**src/rtl/image_line_fetcher.sv**
```systemverilog
// Per-line SDRAM burst fetch, unpacking 16-bit words into 24-bit background/mask pixels.
// sd_rd_req one cycle after line_start; pixel one cycle after third word; short bursts re-requested via GAP.
module image_line_fetcher #(
   parameter int WORDS_PER_LINE = 2160,
   parameter int VISIBLE_LINES  = 720,
   parameter int END_BURST_LEAD = 2
) (
   input  logic        clk,
   input  logic        reset_n,
   input  logic        line_start,
   input  logic [9:0]  line_y,
   output logic [24:0] sd_addr,
   output logic        sd_rd_req,
   output logic        sd_end_burst,
   input  logic        sd_data_available,
   input  logic [15:0] sd_q,
   output logic        fifo_clear,
   output logic        pixel_valid,
   output logic [23:0] bg_pixel,
   output logic [23:0] mask_pixel,
   output logic        line_done
);

   localparam int            CW     = $clog2(WORDS_PER_LINE + 1);
   localparam logic [CW-1:0] WPL    = CW'(WORDS_PER_LINE);
   localparam logic [CW-1:0] EB_IDX = CW'(WORDS_PER_LINE - END_BURST_LEAD);
   localparam logic [10:0]   VIS    = 11'(VISIBLE_LINES);

   typedef enum logic [2:0] {IDLE, REQUEST, BURST, GAP, DRAIN, DONE} state_t;

   state_t        state_q, state_d;
   logic [CW-1:0] word_count_q, word_count_d;
   logic [1:0]    pack_count_q, pack_count_d;
   logic [23:0]   bg_buf_q, bg_buf_d, mask_buf_q, mask_buf_d;
   logic [24:0]   line_base_q, line_base_d;
   logic          end_sent_q, end_sent_d;
   logic          dav_prev_q, dav_prev_d;
   logic [24:0]   sd_addr_q, sd_addr_d;
   logic          sd_rd_req_q, sd_rd_req_d;
   logic          sd_end_burst_q, sd_end_burst_d;
   logic          fifo_clear_q, fifo_clear_d;
   logic          pixel_valid_q, pixel_valid_d;
   logic [23:0]   bg_pixel_q, bg_pixel_d, mask_pixel_q, mask_pixel_d;
   logic          line_done_q, line_done_d;

   logic [9:0]    y_sel;
   logic [24:0]   base_new;
   logic [23:0]   bg_shift, mask_shift;

   always_comb begin
      state_d        = state_q;
      word_count_d   = word_count_q;
      pack_count_d   = pack_count_q;
      bg_buf_d       = bg_buf_q;
      mask_buf_d     = mask_buf_q;
      line_base_d    = line_base_q;
      end_sent_d     = end_sent_q;
      dav_prev_d     = sd_data_available;
      sd_addr_d      = sd_addr_q;
      sd_rd_req_d    = 1'b0;
      sd_end_burst_d = 1'b0;
      fifo_clear_d   = 1'b0;
      pixel_valid_d  = 1'b0;
      bg_pixel_d     = bg_pixel_q;
      mask_pixel_d   = mask_pixel_q;
      line_done_d    = line_done_q;

      y_sel      = ({1'b0, line_y} >= VIS) ? 10'd0 : line_y;
      base_new   = 25'(y_sel) * 25'(WORDS_PER_LINE);
      // Newest byte enters at [23:16] so the first byte of a pixel ends up in [7:0].
      bg_shift   = {sd_q[7:0],  bg_buf_q[23:8]};
      mask_shift = {sd_q[15:8], mask_buf_q[23:8]};

      if (line_start) begin
         fifo_clear_d = 1'b1;
         word_count_d = '0;
         pack_count_d = 2'd0;
         bg_buf_d     = '0;
         mask_buf_d   = '0;
         line_base_d  = base_new;
         line_done_d  = 1'b0;
         end_sent_d   = 1'b0;
         if (state_q == BURST || state_q == GAP) begin
            sd_end_burst_d = 1'b1;
            state_d        = DRAIN;
         end else begin
            sd_rd_req_d = 1'b1;
            sd_addr_d   = base_new;
            state_d     = REQUEST;
         end
      end else begin
         case (state_q)
            REQUEST: begin
               end_sent_d = 1'b0;
               state_d    = BURST;
            end
            BURST: begin
               if (sd_data_available) begin
                  if (word_count_q < WPL) begin
                     bg_buf_d     = bg_shift;
                     mask_buf_d   = mask_shift;
                     word_count_d = word_count_q + CW'(1);
                     if (pack_count_q == 2'd2) begin
                        pack_count_d  = 2'd0;
                        pixel_valid_d = 1'b1;
                        bg_pixel_d    = bg_shift;
                        mask_pixel_d  = mask_shift;
                     end else begin
                        pack_count_d = pack_count_q + 2'd1;
                     end
                     if (word_count_q >= EB_IDX && !end_sent_q) begin
                        sd_end_burst_d = 1'b1;
                        end_sent_d     = 1'b1;
                     end
                  end
               end else if (dav_prev_q) begin
                  if (word_count_q < WPL) begin
                     state_d = GAP;
                  end else begin
                     state_d     = DONE;
                     line_done_d = 1'b1;
                  end
               end
            end
            GAP: begin
               sd_rd_req_d = 1'b1;
               sd_addr_d   = line_base_q + 25'(word_count_q);
               state_d     = REQUEST;
            end
            DRAIN: begin
               // The aborted burst's tail is dropped until the controller goes quiet.
               if (!sd_data_available) begin
                  sd_rd_req_d = 1'b1;
                  sd_addr_d   = line_base_q + 25'(word_count_q);
                  state_d     = REQUEST;
               end
            end
            default: ;
         endcase
      end
   end

   always_ff @(posedge clk or negedge reset_n) begin
      if (!reset_n) begin
         state_q        <= IDLE;
         word_count_q   <= '0;
         pack_count_q   <= 2'd0;
         bg_buf_q       <= '0;
         mask_buf_q     <= '0;
         line_base_q    <= '0;
         end_sent_q     <= 1'b0;
         dav_prev_q     <= 1'b0;
         sd_addr_q      <= '0;
         sd_rd_req_q    <= 1'b0;
         sd_end_burst_q <= 1'b0;
         fifo_clear_q   <= 1'b0;
         pixel_valid_q  <= 1'b0;
         bg_pixel_q     <= '0;
         mask_pixel_q   <= '0;
         line_done_q    <= 1'b0;
      end else begin
         state_q        <= state_d;
         word_count_q   <= word_count_d;
         pack_count_q   <= pack_count_d;
         bg_buf_q       <= bg_buf_d;
         mask_buf_q     <= mask_buf_d;
         line_base_q    <= line_base_d;
         end_sent_q     <= end_sent_d;
         dav_prev_q     <= dav_prev_d;
         sd_addr_q      <= sd_addr_d;
         sd_rd_req_q    <= sd_rd_req_d;
         sd_end_burst_q <= sd_end_burst_d;
         fifo_clear_q   <= fifo_clear_d;
         pixel_valid_q  <= pixel_valid_d;
         bg_pixel_q     <= bg_pixel_d;
         mask_pixel_q   <= mask_pixel_d;
         line_done_q    <= line_done_d;
      end
   end

   assign sd_addr      = sd_addr_q;
   assign sd_rd_req    = sd_rd_req_q;
   assign sd_end_burst = sd_end_burst_q;
   assign fifo_clear   = fifo_clear_q;
   assign pixel_valid  = pixel_valid_q;
   assign bg_pixel     = bg_pixel_q;
   assign mask_pixel   = mask_pixel_q;
   assign line_done    = line_done_q;

endmodule

```
**config.mk**
```make
export PLATFORM = sky130hd
export DESIGN_NAME = image_line_fetcher
export DESIGN_NICKNAME = d
export VERILOG_FILES = /design/src/rtl/image_line_fetcher.sv
export SDC_FILE = /design/constraint.sdc
export NUM_CORES = 1
export LEC_CHECK = 0
export BUFFER_PORTS_ARGS = -buffer_cell sky130_fd_sc_hd__clkbuf_2
export CAP_MARGIN = 20
export CELL_PAD_IN_SITES_DETAIL_PLACEMENT = 1
export CELL_PAD_IN_SITES_GLOBAL_PLACEMENT = 2
export CORE_MARGIN = 10
export CORE_UTILIZATION = 25
export DETAILED_ROUTE_END_ITERATION = 16
export PLACE_DENSITY_LB_ADDON = 0.3
export RECOVER_POWER = 25
export SYNTH_ARGS = -nofsm -noshare
export SYNTH_HDL_FRONTEND = slang
export SYNTH_SLANG_ARGS = --single-unit
```
**constraint.sdc**
```tcl
create_clock -name clk -period 2.9 [get_ports clk]
set_input_delay 0.58 -clock clk [delete_from_list [all_inputs] [get_ports clk]]
set_output_delay 0.58 -clock clk [all_outputs]
set_load 0.05 [all_outputs]
```
==> flow_summary.json, run 1 <==
{
  "io_buffer_count": 105,
  "critPathSlowestCell": "fa_1",
  "numCtsBuffers": 17,
  "period_share_pct": 130.1,
  "dr.first_iter.drc_count": 263,
  "final_common_cell": "dfrtp_1",
  "drt_wl_total_mm": 22.78,
  "ys_top_cells_by_area": "dfrtp_1, ha_1, mux2_2",
  "cp_data_arrival_time_ps": 4100,
  "cpPeakStageDelay_ps": 490,
  "maxSlewViolCount": 51,
  "hold_path_class": "in -> reg",
  "irDropWorstVdd_uv": 421.5,
  "max_slew_margin_pct": -79.18,
  "worst_slew_pin_slew_ps": 2688,
  "cts_root_buffer": "clkbuf_16",
  "r2r_setup_slack_ps": 300,
  "grt_pass1_vias": 6628,
  "cp_common_cell": "ha_4",
  "p_leak_nw": 5.011,
  "dp_cells": 1289,
  "r2r_start": "word_count_q[4]$_DFFE_PN0P_",
  "yosysTopAreaCellShare_pct": 46.90,
  "clockBufferDepth": 2,
  "layout_common_cells": "dfrtp_1, nand2_1, clkbuf_2",
  "status": "finished, violations left",
  "antenna_cells": 0,
  "violations": "capacitance limit, slew limit, setup timing",
  "dp_worst_setup_slack_ps": -1330,
  "path_class": "in -> reg",
  "synthArstFlopShare_pct": 100.0,
  "holdPathStages": 1,
  "clock_latency_ps": 430,
  "initial_core_util_pct": 25.29,
  "seq_area_frac_synth_pct": 46.90,
  "fin_area_sq_um": 10360,
  "finalPower_mw": 7.795,
  "mappedNetlistArea_sq_um": 7737,
  "cp_max_fo": 7,
  "drtAntennaViolNets": 0,
  "yosys_most_used_dff": "dfrtp_1",
  "yosysWarnings": 0,
  "crit_start": "line_y[5]",
  "synth_cell_types": 58,
  "grt_usage_pct": 11.88,
  "post_drt_wl_per_cell_um": 17.01,
  "clk_pin_slew_worst_paths_ps": 70,
  "hold_viol_final": 0,
  "die_y_um": 195.9,
  "min_from": "sd_data_available",
  "fin_nets": 1017,
  "cts_max_level": 4,
  "die_x_um": 195.9,
  "avgSynthCellArea_sq_um": 10.22,
  "cp_cell_sequence": "buf_6 > o21a_1 > a21oi_2 > nand2b_4 > and2_4 > ha_4 > ha_4 > inv_2 > fa_1 > inv_2 > ha_4 > fa_2 > a211oi_4 > o21ai_2 > a31oi_1 > o21ai_2 > xnor2_2 > a221oi_2",
  "pwr_density_cell_nw_per_um2": 752.6,
  "synth_edf_count": 0,
  "vias": 6173,
  "dpl_cell_area_sq_um": 9224,
  "layout-drive-gt1-share_pct": 36.48,
  "final_cells": 1339,
  "synth_cells": 757,
  "finalCriticalPeriod_ps": 3772,
  "startpoint_type": "primary input",
  "antenna_found_initial": 0,
  "synth-seq-cells": 145,
  "grt_first_pass_wirelength_mm": 37.21,
  "place_hpwl_mm": 16.28,
  "fin_skew_ps": 15.88,
  "drv_cap": 1,
  "drt_first_pass_iters": 4,
  "rsz0062_at_grt": "yes",
  "grt_max_degree": 51,
  "cts_tree": "yes",
  "worst_r2r_path_depth": 9,
  "whs_ps": 371.0,
  "clkSinkCount": 145,
  "setup_viol": 28,
  "drc_errors": 0,
  "gp_congestion": 0.7651,
  "boundaryPins": 108,
  "fmax_ghz": 0.2651,
  "fp.coreArea_sq_um": 30590,
  "syn_to_final_growth_pct": 33.86,
  "crit_path_end_kind": "flop",
  "yosysTopAreaCell": "dfrtp_1",
  "setup_slack_ps": -872.0,
  "vias_per_cell": 4.610,
  "gr-total-overflow": 0,
  "die_area_sq_um": 38390,
  "hold_buffers": 0,
  "cp.required_ps": 3230,
  "row_count": 64
}
## kinds of logic after synthesis
kind of cell | synth area share [%]
and+or+nand+nor | 13.47
AOI/OAI and AO/OA | 12.60
DFF | 46.90
buffers and inverters | 4.544
adders and majority gates | 10.48
muxes | 8.684
xor gates and xnor gates | 3.283
other | 0.04847
## sequential cells by signal, summed over array words and instances, names as in the netlist
register	flops
bg_buf_q	16
bg_pixel	24
dav_prev_q	1
end_sent_q	1
fifo_clear	1
line_base_q	18
line_done	1
mask_buf_q	16
mask_pixel	24
pack_count_q	2
pixel_valid	1
sd_addr	23
sd_end_burst	1
sd_rd_req	1
state_q	3
word_count_q	12
## synthesized netlist by cell type (all sizes together), types with 6 or more instances
library cell / n
o21a: 9
and3: 7
mux2: 54
nand3: 16
xor2: 11
ha: 44
o211ai: 11
a21oi: 60
nand2: 122
buf: 17
nor3: 7
inv: 51
nand4: 6
a21o: 11
xnor2: 18
clkbuf: 15
fa: 13
dfrtp: 145
o21ai: 30
nor2: 32
and2: 10
nor4: 6
## routing by layer
metal / track usage (%) / wire length, um / up-vias
met3: 2.830 / 934 / 15
met1: 16.08 / 10980 / 3110
met4: 2.489 / 196 / 0
met5: 0 / 0 / -
li1: - / - / 2959
met2: 18.83 / 10670 / 89
## critical path, delay by kind of cell
kind / cells / cell delay [ps]
compound gates: 7 / 1270
xor+xnor: 1 / 170
fa+ha+maj: 5 / 1510
buf+inv: 3 / 170
simple gates: 2 / 400
## final cells by class
type                    count  area [sq um]
clock inverters            14         181.4
well taps                 396         495.5
flip-flops and latches    145          3628
clock buffers              18         439.2
multi-input cells         529          4219
fillers                  3466         20230
repair buffers            185          1196
inverters                  52         197.7
## stage by stage
stage | setup TNS (ps) | utilization [%]
3_3_place_gp | -29060 | 30.15
6_report | -18860 | 33.86
5_1_grt | -36780 | 33.86
2_1_floorplan | -18480 | -
3_5_place_dp | -31390 | 30.15
4_1_cts | -16450 | 33.21
## timing repair
action / 4_1_cts / 5_1_grt
endpoints found under the setup margin: 28 / 28
setup buffers: 11 / 12
gates resized for setup: 52 / 27
pin swaps: 34 / 25
## final timing paths
kind / to
min in group asynchronous: bg_pixel[9]$_DFFE_PN0P_
setup / recovery: sd_addr[19]$_DFFE_PN0P_
hold / removal: dav_prev_q$_DFF_PN0_
hold reg to reg: sd_addr[6]$_DFFE_PN0P_
setup reg to reg: sd_addr[20]$_DFFE_PN0P_
max in group asynchronous: bg_buf_q[20]$_DFFE_PN0P_
## power breakdown
part / leakage (nW) / internal [mW] / switching, mW
combinational: 2.77 / 1.06 / 1.82
clock: 0.303 / 1.34 / 0.999
sequential: 1.94 / 2.32 / 0.258
total: 5.01 / 4.72 / 3.08
Power figures use the tool's default switching activity.
==> run 2, diff against run 1 <==
--- a/config.mk
+++ b/config.mk
@@ -10,7 +10,7 @@
 export CELL_PAD_IN_SITES_DETAIL_PLACEMENT = 1
 export CELL_PAD_IN_SITES_GLOBAL_PLACEMENT = 2
 export CORE_MARGIN = 10
-export CORE_UTILIZATION = 25
+export CORE_UTILIZATION = 37
 export DETAILED_ROUTE_END_ITERATION = 16
 export PLACE_DENSITY_LB_ADDON = 0.3
 export RECOVER_POWER = 25
==> run 2 against run 1 <==
Compared with the run above:
- the flow still finishes with violations (capacitance limit, slew limit, setup timing)
- die area shrank 29%
- critical path depth shrank 1
- cell area shrank 1.3%
- setup slack gained 22 ps
- clock-buffer cell count is the same
- critical endpoint unchanged
- largest cell class unchanged
==> flow_summary.json, run 2 (synthesis gave the netlist of run 1 again) <==
{
  "status": "finished, violations left",
  "violations": "capacitance limit, slew limit, setup timing",
  "rsz0062_at_grt": "yes",
  "hold_buffers": 0,
  "post_drt_wl_per_cell_um": 18.48,
  "gp_congestion": 0.8819,
  "finalCriticalPeriod_ps": 3750,
  "drt_wl_total_mm": 22.41,
  "fp.coreArea_sq_um": 20430,
  "critPathSlowestCell": "fa_2",
  "worst_r2r_path_depth": 9,
  "fill_cells": 2302,
  "io_buffer_count": 105,
  "p_leak_nw": 4.980,
  "internal-power_mw": 4.575,
  "grt_pass1_vias": 7106,
  "setup_slack_ps": -849.9,
  "r2r_setup_slack_ps": 330,
  "period_share_pct": 129.3,
  "clk_pin_slew_worst_paths_ps": 60,
  "initial_core_util_pct": 37.87,
  "cp.required_ps": 3230,
  "min_to": "dav_prev_q$_DFF_PN0_",
  "die_x_um": 164.6,
  "vias_per_cell": 5.233,
  "cp_data_arrival_time_ps": 4080,
  "maxSlewViolCount": 126,
  "cts_root_buffer": "clkbuf_16",
  "cpPeakStageDelay_ps": 550,
  "grt_usage_pct": 17.02,
  "grt_first_pass_wirelength_mm": 37.24,
  "cp_max_fo": 7,
  "cp_cell_sequence": "buf_6 > o21a_1 > a21oi_2 > nand2b_4 > and2_4 > ha_4 > inv_2 > fa_1 > fa_2 > inv_2 > ha_4 > a21o_1 > a211o_1 > a31oi_1 > o21ai_2 > xnor2_2 > a221oi_2",
  "die_y_um": 164.6,
  "drtAntennaViolNets": 0,
  "fin_skew_ps": 10.70,
  "min_from": "sd_data_available",
  "fin_util_pct": 50.04,
  "fmax_ghz": 0.2667,
  "fin_tns_setup_ps": -17860,
  "syn_to_final_growth_pct": 32.12,
  "dr.first_iter.drc_count": 228,
  "pwr_density_cell_nw_per_um2": 752.5,
  "drt_first_pass_iters": 4,
  "row_count": 52,
  "comb_power_share_pct": 39.3,
  "r2r_start": "word_count_q[4]$_DFFE_PN0P_",
  "max_slew_margin_pct": -52.04,
  "clock_latency_ps": 430,
  "clock_power_share_pct": 27.0,
  "finalPower_mw": 7.692,
  "drv_cap": 2,
  "setup_viol": 28,
  "grt_max_degree": 92,
  "boundaryPins": 108,
  "antenna_found_initial": 0,
  "p_sw_share_pct": 40.52,
  "p_switching_mw": 3.117,
  "final_common_cell": "dfrtp_1",
  "vias": 6348,
  "drc_errors": 0,
  "layout-drive-gt1-share_pct": 37.86,
  "crit_path_end_kind": "flop",
  "gr-total-overflow": 0,
  "cts_tree": "yes",
  "fin_nets": 1017,
  "die_area_sq_um": 27100,
  "worst_slew_pin_slew_ps": 2281,
  "layout_common_cells": "dfrtp_1, nand2_1, clkbuf_2",
  "hold_viol_final": 0,
  "antenna_cells": 0,
  "path_class": "in -> reg",
  "startpoint_type": "primary input",
  "sequentialPowerShare_pct": 33.7,
  "clkSinkCount": 145,
  "clockBufferDepth": 2,
  "hold_path_class": "in -> reg",
  "irDropWorstVdd_uv": 501.9,
  "holdPathStages": 1,
  "reg2reg_to": "sd_addr[16]$_DFFE_PN0P_",
  "place_hpwl_mm": 15.97,
  "cts_max_level": 4,
  "numCtsBuffers": 17
}
## run 2: metrics by stage
stage          std cells  instance area [sq um]  setup WS [ps]  hold WS [ps]
5_1_grt             1213                  10220         -979.7         353.7
3_3_place_gp        1163                   9064          -1202         468.8
6_report            1213                  10220         -849.9         369.6
4_1_cts             1208                  10000         -767.1         251.5
3_5_place_dp        1163                   9064          -1340         461.4
2_1_floorplan        758                   7863         -915.9         284.4
## run 2: layout make-up
class	instances	area, sq um	share of cell area, %
flip-flops and latches	145	3628	35.50
inverters	52	197.7	1.934
well taps	270	337.8	3.305
repair buffers	185	1184	11.58
clock buffers	18	429.2	4.198
multi-input cells	529	4325	42.31
clock inverters	14	120.1	1.175
## run 2: worst max-delay path by stage
| stage | start | endpoint | cells past startpoint | slack [ps] |
|---|---|---|---|---|
| floorplan | line_y[5] | sd_addr[19]$_DFFE_PN0P_ | 17 | -920 |
| finish | line_y[5] | sd_addr[19]$_DFFE_PN0P_ | 17 | -850 |
| global route | line_y[5] | sd_addr[19]$_DFFE_PN0P_ | 18 | -980 |
| CTS | line_y[5] | line_base_q[13]$_DFFE_PN0P_ | 18 | -770 |
| global placement | line_y[5] | sd_addr[18]$_DFFE_PN0P_ | 18 | -1200 |
| detailed placement | line_y[5] | sd_addr[19]$_DFFE_PN0P_ | 17 | -1340 |
## run 2: power groups by stage
stage | sequential [mW] | clock (mW) | combinational, mW
after floorplan | 3.05 | 0 | 1.27
after global placement | 2.60 | 0 | 2.52
after detailed placement | 2.61 | 0 | 2.60
after CTS | 2.59 | 2.13 | 2.88
after global routing | 2.63 | 2.22 | 3.30
final | 2.59 | 2.08 | 3.03
## run 2: what timing repair did
item,in CTS,in global routing
resized for setup,53,36
cloned,0,0
pin swaps,31,22
endpoints found under the setup margin,28,28
endpoints found under the hold margin,0,0
setup buffers,15,6
## run 2: worst max-delay path: cells and delay by family
kind / cells / cell delay, ps
xor+xnor: 1 / 160
fa+ha+maj: 4 / 1350
buf+inv: 3 / 190
compound gates: 7 / 1390
simple gates: 2 / 400
## run 2: metal layers
| layer | routed length (um) | global-route usage, % |
|---|---|---|
| met4 | 257 | 4.308 |
| met2 | 11390 | 29.37 |
| met5 | 0 | 0 |
| met3 | 1184 | 4.332 |
| met1 | 9585 | 20.74 |
==> run 3, diff against run 2 <==
--- a/config.mk
+++ b/config.mk
@@ -10,7 +10,7 @@
 export CELL_PAD_IN_SITES_DETAIL_PLACEMENT = 1
 export CELL_PAD_IN_SITES_GLOBAL_PLACEMENT = 2
 export CORE_MARGIN = 10
-export CORE_UTILIZATION = 37
+export CORE_UTILIZATION = 33
 export DETAILED_ROUTE_END_ITERATION = 16
 export PLACE_DENSITY_LB_ADDON = 0.3
 export RECOVER_POWER = 25
==> constraint.sdc (replaced) <==
create_clock -name clk -period 3.3 [get_ports clk]
set_input_delay 0.66 -clock clk [delete_from_list [all_inputs] [get_ports clk]]
set_output_delay 0.66 -clock clk [all_outputs]
set_load 0.05 [all_outputs]
==> run 3 against run 2 <==
Compared with the run above:
- the run still ends with capacitance limit, slew limit, setup timing left
- via count is 3.6% lower
- hold slack better by 83 ps
- global-route usage shrank 2.4 points
- die area grew 11%
- wire length decreased by 2.9%
- sequential share of layout area rose by 0.15 points
- critical endpoint unchanged
==> flow_summary.json, run 3 (synthesis gave the netlist of run 1 again) <==
{
  "grt_first_pass_wirelength_mm": 36.02,
  "fp.coreArea_sq_um": 22850,
  "maxSlewViolCount": 46,
  "status": "finished, violations left",
  "grt_usage_pct": 14.65,
  "cts_root_buffer": "clkbuf_16",
  "layout-drive-gt1-share_pct": 36.17,
  "drc_errors": 0,
  "max_slew_margin_pct": -77.06,
  "crit_path_end_kind": "flop",
  "p_leak_nw": 4.939,
  "die_x_um": 173.1,
  "clk_pin_slew_worst_paths_ps": 70,
  "min_from": "sd_data_available",
  "io_buffer_count": 105,
  "irDropWorstVdd_uv": 465.7,
  "cts_max_level": 4,
  "place_hpwl_mm": 15.44,
  "period_share_pct": 118.7,
  "worst-path-buf-inv": 3,
  "reg2reg_to": "sd_addr[20]$_DFFE_PN0P_",
  "worst_r2r_path_depth": 9,
  "drtAntennaViolNets": 0,
  "post_drt_wl_per_cell_um": 17.53,
  "gr-total-overflow": 0,
  "clockBufferDepth": 2,
  "startpoint_type": "primary input",
  "die_y_um": 173.1,
  "fin_nets": 1003,
  "cpPeakStageDelay_ps": 480,
  "row_count": 55,
  "layout_common_cells": "dfrtp_1, nand2_1, clkbuf_2",
  "cp.required_ps": 3630,
  "setup_viol": 25,
  "initial_core_util_pct": 33.87,
  "antenna_found_initial": 0,
  "worst-path-stages": 18,
  "cp_common_cell": "ha_4",
  "gp_congestion": 0.7939,
  "cts_tree": "yes",
  "fin_skew_ps": 17.29,
  "numCtsBuffers": 17,
  "path_class": "in -> reg",
  "r2r_setup_slack_ps": 810,
  "worst_slew_pin_slew_ps": 2656,
  "vias": 6122,
  "clkSinkCount": 145,
  "finalCriticalPeriod_ps": 3917,
  "critical-path-top-delay-family": "adder cells",
  "final_common_cell": "dfrtp_1",
  "grt_max_degree": 101,
  "dr.first_iter.drc_count": 382,
  "fin_util_pct": 44.56,
  "drt_wl_total_mm": 21.77,
  "r2r_start": "word_count_q[4]$_DFFE_PN0P_",
  "die_area_sq_um": 29970,
  "holdPathStages": 1,
  "fmax_ghz": 0.2553,
  "min_to": "dav_prev_q$_DFF_PN0_",
  "drv_cap": 1,
  "hold_viol_final": 0,
  "violations": "capacitance limit, slew limit, setup timing",
  "clock_latency_ps": 430,
  "pwr_density_cell_nw_per_um2": 668.6,
  "boundaryPins": 108,
  "drt_first_pass_iters": 5,
  "cp_data_arrival_time_ps": 4250,
  "hold_buffers": 0,
  "cp_max_fo": 7,
  "antenna_cells": 0,
  "grt_pass1_vias": 6668,
  "vias_per_cell": 4.929,
  "syn_to_final_growth_pct": 31.57,
  "hold_path_class": "in -> reg",
  "rsz0062_at_grt": "yes",
  "cp_cell_sequence": "buf_6 > o21a_1 > a21oi_2 > nand2b_4 > and2_4 > ha_4 > ha_4 > inv_2 > fa_1 > inv_2 > ha_4 > fa_2 > a211oi_4 > o21ai_2 > a31oi_2 > o21ai_2 > xnor2_2 > a221oi_2",
  "dp_worst_setup_slack_ps": -995.0,
  "critPathSlowestCell": "fa_1",
  "setup_slack_ps": -616.6
}
==> run 3: cell type report <==
cell class	count	area (sq um)
clock buffers	17	425.4
clock inverters	15	163.9
fillers	2604	12670
inverters	52	195.2
multi-input cells	529	4282
flip-flops and latches	145	3628
well taps	313	391.6
repair buffers	171	1094
==> run 3: worst max-delay path by stage <==
stage	slack, ps	endpoint	start
2_1_floorplan	-600	sd_addr[19]$_DFFE_PN0P_	line_y[5]
3_3_place_gp	-870	sd_addr[16]$_DFFE_PN0P_	line_y[5]
3_5_place_dp	-1000	sd_addr[16]$_DFFE_PN0P_	line_y[5]
4_1_cts	-480	sd_addr[19]$_DFFE_PN0P_	line_y[5]
5_1_grt	-750	sd_addr[19]$_DFFE_PN0P_	line_y[4]
6_report	-620	sd_addr[19]$_DFFE_PN0P_	line_y[4]
==> run 3: per-layer routing <==
metal | track usage, % | part of all wire, % | vias up
met5 | 0 | 0 | -
met1 | 18.83 | 46 | 3066
met3 | 3.638 | 4.0 | 17
met4 | 3.557 | 1.1 | 0
met2 | 24.18 | 49 | 99
li1 | - | - | 2940
==> run 3: power by group <==
part	total, mW	leakage (nW)	internal, mW	switching [mW]
clock	1.95	0.286	1.08	0.871
sequential	2.27	1.94	2.04	0.230
combinational	2.59	2.71	0.961	1.63
==> run 3: stage by stage <==
step	setup TNS (ps)	total power [mW]	cell area [sq um]	hold slack (ps)	instances
floorplan	-9701	3.795	7863	364.4	758
global placement	-18700	4.530	9052	463.7	1197
detailed placement	-21060	4.560	9052	478.3	1197
CTS	-7896	6.785	10000	163.8	1238
global route	-14360	7.233	10180	431.3	1242
finish	-10460	6.806	10180	452.9	1242
==> run 3: repair_timing <==
action,in CTS,in global routing
setup endpoints to repair,24,25
resized for setup,57,30
setup buffers,10,8
pin swaps,18,40
hold endpoints to repair,0,0
